File: src/rtl/display_pkg.sv
// Shared types and the hex-to-seven-segment table for the display path.
// Exports seg_t, the scan FSM state type, SEG_BLANK and hex_to_seg().
package display_pkg;

  typedef logic [6:0] seg_t;

  typedef enum logic {
    ST_DEAD,
    ST_ON
  } scan_state_e;

  localparam seg_t SEG_BLANK = 7'h00;

  // Active-high patterns, bit order {g,f,e,d,c,b,a}
  localparam seg_t SEG_LUT [16] = '{
    7'h3F, 7'h06, 7'h5B, 7'h4F,
    7'h66, 7'h6D, 7'h7D, 7'h07,
    7'h7F, 7'h6F, 7'h77, 7'h7C,
    7'h39, 7'h5E, 7'h79, 7'h71
  };

  function automatic seg_t hex_to_seg(input logic [3:0] v);
    return SEG_LUT[v];
  endfunction

endpackage

File: src/rtl/module_seg_encoder.sv
// Combinational hex nibble to active-high seven-segment pattern.
// Ports: val_i (4-bit value), seg_o (seg_t {g,f,e,d,c,b,a}).
module module_seg_encoder
  import display_pkg::*;
(
  input  logic [3:0] val_i,
  output seg_t       seg_o
);

  assign seg_o = hex_to_seg(val_i);

endmodule

File: src/rtl/module_display_scan.sv
// Time-multiplexed N-digit seven-segment scanner with double buffering,
// dead time, per-digit blanking, leading-zero suppression, frame strobe.
// Ports: clk, rst_n (sync, active low), data_i/blank_i/load_i (pending
// buffer write), lz_en_i, seg_o/an_o (registered pins), frame_o, pending_o.
module module_display_scan
  import display_pkg::*;
#(
  parameter int N_DIGITS       = 4,
  parameter int CLK_HZ         = 27_000_000,
  parameter int SCAN_HZ        = 1000,
  parameter int DEAD_CYCLES    = 64,
  parameter int AN_ACTIVE_LOW  = 1,
  parameter int SEG_ACTIVE_LOW = 0
) (
  input  logic                  clk,
  input  logic                  rst_n,
  input  logic [4*N_DIGITS-1:0] data_i,
  input  logic [N_DIGITS-1:0]   blank_i,
  input  logic                  load_i,
  input  logic                  lz_en_i,
  output logic [6:0]            seg_o,
  output logic [N_DIGITS-1:0]   an_o,
  output logic                  frame_o,
  output logic                  pending_o
);

  localparam int SLOT = CLK_HZ / (SCAN_HZ * N_DIGITS);
  localparam int CW   = (SLOT > 1) ? $clog2(SLOT) : 1;
  localparam int DW   = (N_DIGITS > 1) ? $clog2(N_DIGITS) : 1;
  localparam int DB   = 4 * N_DIGITS;

  localparam logic [CW-1:0] CNT_LAST = CW'(SLOT - 1);
  localparam logic [CW-1:0] CNT_ON   = CW'(DEAD_CYCLES);
  localparam logic [DW-1:0] DIG_LAST = DW'(N_DIGITS - 1);

  localparam logic [N_DIGITS-1:0] AN_OFF =
    (AN_ACTIVE_LOW != 0) ? '1 : '0;
  localparam seg_t SEG_OFF =
    (SEG_ACTIVE_LOW != 0) ? ~SEG_BLANK : SEG_BLANK;

  generate
    if (N_DIGITS < 1 || N_DIGITS > 8) begin : g_bad_ndig
      $error("N_DIGITS must be within 1..8");
    end
    if (SLOT < DEAD_CYCLES + 1) begin : g_bad_slot
      $error("slot too short for DEAD_CYCLES");
    end
  endgenerate

  scan_state_e         state_q, state_d;
  logic [CW-1:0]       cnt_q, cnt_d;
  logic [DW-1:0]       dig_q, dig_d;
  logic [DB-1:0]       act_data_q, act_data_d;
  logic [N_DIGITS-1:0] act_blank_q, act_blank_d;
  logic [DB-1:0]       pend_data_q, pend_data_d;
  logic [N_DIGITS-1:0] pend_blank_q, pend_blank_d;
  logic                pend_q, pend_d;
  logic                frame_q, frame_d;
  seg_t                seg_q, seg_d;
  logic [N_DIGITS-1:0] an_q, an_d;

  logic                slot_end;
  logic                wrap;
  logic [N_DIGITS-1:0] lz_mask;
  logic [N_DIGITS-1:0] an_on;
  logic                cur_blank;
  logic [3:0]          cur_nib;
  seg_t                enc_seg;

  assign slot_end = (cnt_q == CNT_LAST);
  assign wrap     = slot_end && (dig_q == DIG_LAST);

  // Counters, buffers and FSM next state
  always_comb begin
    cnt_d        = slot_end ? '0 : cnt_q + 1'b1;
    dig_d        = dig_q;
    if (slot_end) begin
      dig_d = (dig_q == DIG_LAST) ? '0 : dig_q + 1'b1;
    end
    state_d      = (cnt_d >= CNT_ON) ? ST_ON : ST_DEAD;
    act_data_d   = act_data_q;
    act_blank_d  = act_blank_q;
    pend_data_d  = pend_data_q;
    pend_blank_d = pend_blank_q;
    pend_d       = pend_q;
    frame_d      = wrap;
    if (load_i) begin
      pend_data_d  = data_i;
      pend_blank_d = blank_i;
      pend_d       = 1'b1;
    end
    // A load on the wrap edge bypasses the pending buffer
    if (wrap) begin
      if (load_i) begin
        act_data_d  = data_i;
        act_blank_d = blank_i;
        pend_d      = 1'b0;
      end else if (pend_q) begin
        act_data_d  = pend_data_q;
        act_blank_d = pend_blank_q;
        pend_d      = 1'b0;
      end
    end
  end

  // A digit is lz-suppressed when it and every higher digit are zero
  always_comb begin
    logic run;
    run     = 1'b1;
    lz_mask = '0;
    for (int k = N_DIGITS - 1; k >= 0; k--) begin
      run        = run && (act_data_d[4*k +: 4] == 4'h0);
      lz_mask[k] = run && (k != 0);
    end
  end

  always_comb begin
    cur_nib   = '0;
    cur_blank = 1'b0;
    an_on     = '0;
    for (int k = 0; k < N_DIGITS; k++) begin
      if (dig_d == DW'(k)) begin
        cur_nib   = act_data_d[4*k +: 4];
        cur_blank = act_blank_d[k] || (lz_en_i && lz_mask[k]);
        an_on[k]  = 1'b1;
      end
    end
  end

  module_seg_encoder u_enc (
    .val_i (cur_nib),
    .seg_o (enc_seg)
  );

  // Pins only move on slot-phase boundaries; held otherwise
  always_comb begin
    seg_d = seg_q;
    an_d  = an_q;
    if (state_d == ST_DEAD && state_q == ST_ON) begin
      seg_d = SEG_OFF;
      an_d  = AN_OFF;
    end else if (state_d == ST_ON &&
                 (state_q == ST_DEAD || cnt_d == CNT_ON)) begin
      if (cur_blank) begin
        seg_d = SEG_OFF;
        an_d  = AN_OFF;
      end else begin
        seg_d = (SEG_ACTIVE_LOW != 0) ? ~enc_seg : enc_seg;
        an_d  = (AN_ACTIVE_LOW != 0) ? ~an_on : an_on;
      end
    end
  end

  always_ff @(posedge clk) begin
    if (!rst_n) begin
      state_q      <= ST_DEAD;
      cnt_q        <= '0;
      dig_q        <= '0;
      act_data_q   <= '0;
      act_blank_q  <= '0;
      pend_data_q  <= '0;
      pend_blank_q <= '0;
      pend_q       <= 1'b0;
      frame_q      <= 1'b0;
      seg_q        <= SEG_OFF;
      an_q         <= AN_OFF;
    end else begin
      state_q      <= state_d;
      cnt_q        <= cnt_d;
      dig_q        <= dig_d;
      act_data_q   <= act_data_d;
      act_blank_q  <= act_blank_d;
      pend_data_q  <= pend_data_d;
      pend_blank_q <= pend_blank_d;
      pend_q       <= pend_d;
      frame_q      <= frame_d;
      seg_q        <= seg_d;
      an_q         <= an_d;
    end
  end

  assign seg_o     = seg_q;
  assign an_o      = an_q;
  assign frame_o   = frame_q;
  assign pending_o = pend_q;

endmodule

File: config.mk
export PLATFORM = sky130hd
export DESIGN_NAME = module_display_scan
export DESIGN_NICKNAME = d
export VERILOG_FILES = /design/src/rtl/display_pkg.sv /design/src/rtl/module_seg_encoder.sv /design/src/rtl/module_display_scan.sv
export SDC_FILE = /design/constraint.sdc
export NUM_CORES = 1
export LEC_CHECK = 0
export CAP_MARGIN = 30
export CELL_PAD_IN_SITES_DETAIL_PLACEMENT = 1
export CELL_PAD_IN_SITES_GLOBAL_PLACEMENT = 1
export CORE_AREA = 2 2 102 104
export CTS_BUF_LIST = sky130_fd_sc_hd__clkbuf_4 sky130_fd_sc_hd__clkbuf_8 sky130_fd_sc_hd__clkbuf_16
export CTS_CLUSTER_SIZE = 14
export DETAILED_ROUTE_END_ITERATION = 8
export DIE_AREA = 0 0 104 106
export PLACE_DENSITY = 0.83
export SKIP_LAST_GASP = 1
export SLEW_MARGIN = 25
export SYNTH_ARGS = -nofsm -noshare
export SYNTH_HDL_FRONTEND = slang
export SYNTH_SLANG_ARGS = --single-unit
File: constraint.sdc
create_clock -name clk -period 3 [get_ports clk]
set_input_delay 0.6 -clock clk [delete_from_list [all_inputs] [get_ports clk]]
set_output_delay 0.6 -clock clk [all_outputs]
set_load 0.1 [all_outputs]
==> flow_results.org <==
** Synth
- The synthesized design contains 69 register bits.
- Proportion of register bits with asynchronous set or reset after synthesis :: 0%
- Post-Synthesis Cell Area :: about 3700 sq um
- The Yosys step of the flow raised 0 warnings.
- Post-Synthesis Cells :: 437
- The average instance in the mapped netlist occupies 8.51 sq um.
- Net count after synthesis :: between 400 and 500
- Number of enable-type register cells in the synthesized netlist :: 0
- Sequential element share of the synthesized area :: a little under two fifths
- The synthesized netlist contains 65 unique library cells.
- Dominant register cell in the synthesized netlist :: sky130_fd_sc_hd__dfxtp_1

** Layout
- In the final layout, the share of cells above drive strength 1 is 26.0%.
- 0 antenna diodes ended up in the layout.
- The area growth from synthesis to layout is 31.7%.
- # nets final :: 536
- The finished cells cover 4900 sq um.
- Leaving out fill and tap cells, the most frequent cell in the layout is sky130_fd_sc_hd__dfxtp_1.
- The top cell types in the final layout, fill and taps aside, are sky130_fd_sc_hd__dfxtp_1 (64), sky130_fd_sc_hd__nor2_1 (61), sky130_fd_sc_hd__buf_4 (56).

** Routing
- Drt via density :: around 6
- Avg WL per Cell :: approximately 20 um
- Via count :: 3788
- Post-route DRC :: 0
- Met1 wire length :: 5370 um
- The routed design uses 6470 um of met2 wire.
- DRT iter0 DRCs :: 252
- The detail route stage leaves a number of antenna-violating nets equal to 0.
- Wires add up to 12900 um.
- Sum of met3 wire segment lengths after detailed routing :: 628 um
- The first TritonRoute pass finished after 4 iterations.
- Topmost layer with routed signal wires :: met4

** Worst setup path
- On the critical path, the stage with the largest delay is an instance of sky130_fd_sc_hd__or4_4.
- The worst setup path is launched from a flip-flop.
- STA puts the critical path data arrival time at 3200 ps.
- Walking the worst path, the cells encountered are nor4bb_2 -> buf_4 -> nand4b_1 -> mux2i_1 -> buf_4 -> or4_4 -> and4_4 -> nor4_2 -> a31o_1 -> o2bb2ai_1.
- Cell class contributing the biggest share of worst-path delay :: simple AND/OR/NAND/NOR gates
- The critical path is of the reg -> reg type.
- In this design, the stage delay of the slowest critical-path cell is 580 ps.
- For the worst setup path, the data required time is 3260 ps.
- Biggest fanout along the worst timing path :: 10
- Crit. End Element :: flip-flop
- Cell seen most often among critical-path stages :: sky130_fd_sc_hd__buf_4
- Together, buffers and inverters on the worst path number 2.

** Pwr
- The internal power of the cells totals between 0.001 and 0.0015 W.
- In this run switching power makes up 26.8% of total power.
- Power per cell area :: approximately 380 nW/um^2
- Comb pwr share :: 10.1%
- The worst-case IR drop observed on VDD is roughly 190 uV.
- Registers are responsible for around 51% of the overall power.
- In this run, the clock network consumes 38.8% of the power.
- For this design the static power due to leakage is around 1.9 nW.
- For this design the total switching power over the nets is 0.000500 W.

** Clocking
- TritonCTS built the clock tree.
- Number of clock sinks :: a little under 70
- TritonCTS created 9 clock buffers.
- Clock tree root buffer cell :: sky130_fd_sc_hd__clkbuf_8
- Clock-pin slew was measured on the worst setup and hold paths at 70 ps.
- H-tree levels :: 3
- Clock latency reported for the late side of the worst-skew pair :: 370 ps
- Maximum buffer depth of the clock tree :: 2

** STA
- Final Hold Fails :: 0
- Tmin final :: a little under 3000 ps
- Pins Over Slew Limit :: 0
- For the pin with the worst max-slew slack, the measured transition is 502 ps.
- Relative max-transition margin :: 66.5%
- Clock skew on the completed layout was measured at around 14 ps.
- Final setup slack of the worst path :: roughly 56 ps
- Setup violations remaining at the end of the flow were counted as 0.
- Static timing analysis puts the maximum clock frequency at 0.340 GHz.
- Of the available clock period, the critical path in the final layout requires 98.1%.

** Die
- Area of the placeable core :: 10000 sq um
- Die Area :: 11000 sq um
- The floorplan has 37 rows.
- Top-level I/O count :: 37
- The initial utilization of the core area, before any placement, comes to 37.2%.
- The die is approximately 110 um tall.
- Die Wd :: 104 um

** Place
- Placement Setup Slack :: -83.8 ps
- The placed instances occupy a cell area of about 4400 sq um.
- HPWL reported at the end of detailed placement :: about 8700 um
- Placer congestion estimate :: approximately 0.89
- Buffers placed on the I/O ports in this run total 36.

** Job
- The tool flagged a number of max-cap violations equal to 0.

** GRT
- Wire length of the first global-routing pass :: approximately 20000 um
- The number of antenna violations at the first check in global routing is 0.
- For this run the aggregate overflow at the end of global routing stands at 0.
- Vias in the first global route :: between 3000 and 4000
- In the global route stage, overall resource usage came out at 22.6%.
- Maximum number of pins on one net before global-route repair :: 43

** Status
- The run finished with clean final reports.

** Hold path
- The min-delay analysis places its worst path in the category reg -> reg.
==> path summary, 6_finish.rpt <==
check	start	to	depth (start not counted)	slack [ps]
worst max-delay path	cnt_q[7]	seg_o[2]	10	60
worst max register to register	cnt_q[7]	seg_o[2]	10	60
worst min register to register	seg_o[5]	seg_o[5]	1	480
worst min-delay path	seg_o[5]	seg_o[5]	1	480
==> flip-flops by register name, summed over array words and instances, names as in the netlist <==
signal	count
act_blank_q	4
act_data_q	16
an_o	4
cnt_q	13
dig_q	2
frame_o	1
pend_blank_q	4
pend_data_q	16
pending_o	1
seg_o	7
state_q	1
==> cell families after synthesis <==
family	after synthesis	share of synthesized area, %
compound gates	110	21.5
xor+xnor	10	2.35
fa+ha+maj	8	2.69
buf+inv	41	4.81
flops	69	37.1
mux	26	7.10
simple gates	173	24.4
==> per-stage QoR <==
step                utilization, %  hold WS [ps]  total power [W]  cells  setup TNS [ps]
global route                  49.0           491          0.00193    644            -515
detailed placement            44.3           461          0.00115    621            -264
CTS                           46.6           478          0.00185    638               0
global placement              44.3           457          0.00114    621               0
finish                        49.0           475          0.00186    644               0
floorplan                        -           440          0.00106    437           -29.7
==> cell usage after synthesis (5+ instances only) <==
master	instances	area (sq um)
sky130_fd_sc_hd__o21ai_0	16	80.1
sky130_fd_sc_hd__and2_1	5	31.3
sky130_fd_sc_hd__buf_2	5	25.0
sky130_fd_sc_hd__dfxtp_1	69	1380
sky130_fd_sc_hd__o22ai_1	6	37.5
sky130_fd_sc_hd__xor2_1	5	43.8
sky130_fd_sc_hd__o211ai_1	5	37.5
sky130_fd_sc_hd__and4_1	5	43.8
sky130_fd_sc_hd__clkbuf_1	16	60.1
sky130_fd_sc_hd__nor4_1	8	50.1
sky130_fd_sc_hd__nand4_1	9	56.3
sky130_fd_sc_hd__mux2i_1	23	230
sky130_fd_sc_hd__nand3_1	18	90.1
sky130_fd_sc_hd__nor3_1	10	50.1
sky130_fd_sc_hd__inv_1	12	45.0
sky130_fd_sc_hd__nand2_1	23	86.3
sky130_fd_sc_hd__o31ai_1	5	37.5
sky130_fd_sc_hd__and3_1	7	43.8
sky130_fd_sc_hd__a21oi_1	15	75.1
sky130_fd_sc_hd__a31oi_1	9	56.3
sky130_fd_sc_hd__nor2_1	64	240
sky130_fd_sc_hd__o221ai_1	6	52.6
sky130_fd_sc_hd__o32a_1	9	90.1
sky130_fd_sc_hd__ha_1	8	100
sky130_fd_sc_hd__xnor2_1	5	43.8
==> what timing repair did <==
item | CTS | global route
pin swaps | 0 | 11
gates resized for setup | 12 | 42
buffers inserted | 2 | 6
hold buffers | 0 | 0
setup endpoints to repair | 7 | 8
==> area by class of cell <==
class	instances	area, sq um
clock inverter	2	10.0
sequential	69	1390
multi-input combinational	327	2390
tap	136	170
timing repair buffer	84	728
inverter	13	48.8
clock buffer	13	160
fill	1198	5100
==> per-layer routing <==
metal	global-route usage (%)	up-vias
li1	-	1770
met1	27.0	1882
met5	0	-
met3	4.29	33
met4	8.88	0
met2	39.9	103
==> power by group through the flow <==
stage	Clock [W]	Sequential (W)	Combinational [W]
after floorplan	0	0.000973	0.0000920
after global placement	0	0.000970	0.000170
after detailed placement	0	0.000972	0.000177
after CTS	0.000722	0.000951	0.000179
after global routing	0.000767	0.000954	0.000205
final	0.000723	0.000953	0.000188
(Power assumes the default switching activity.)
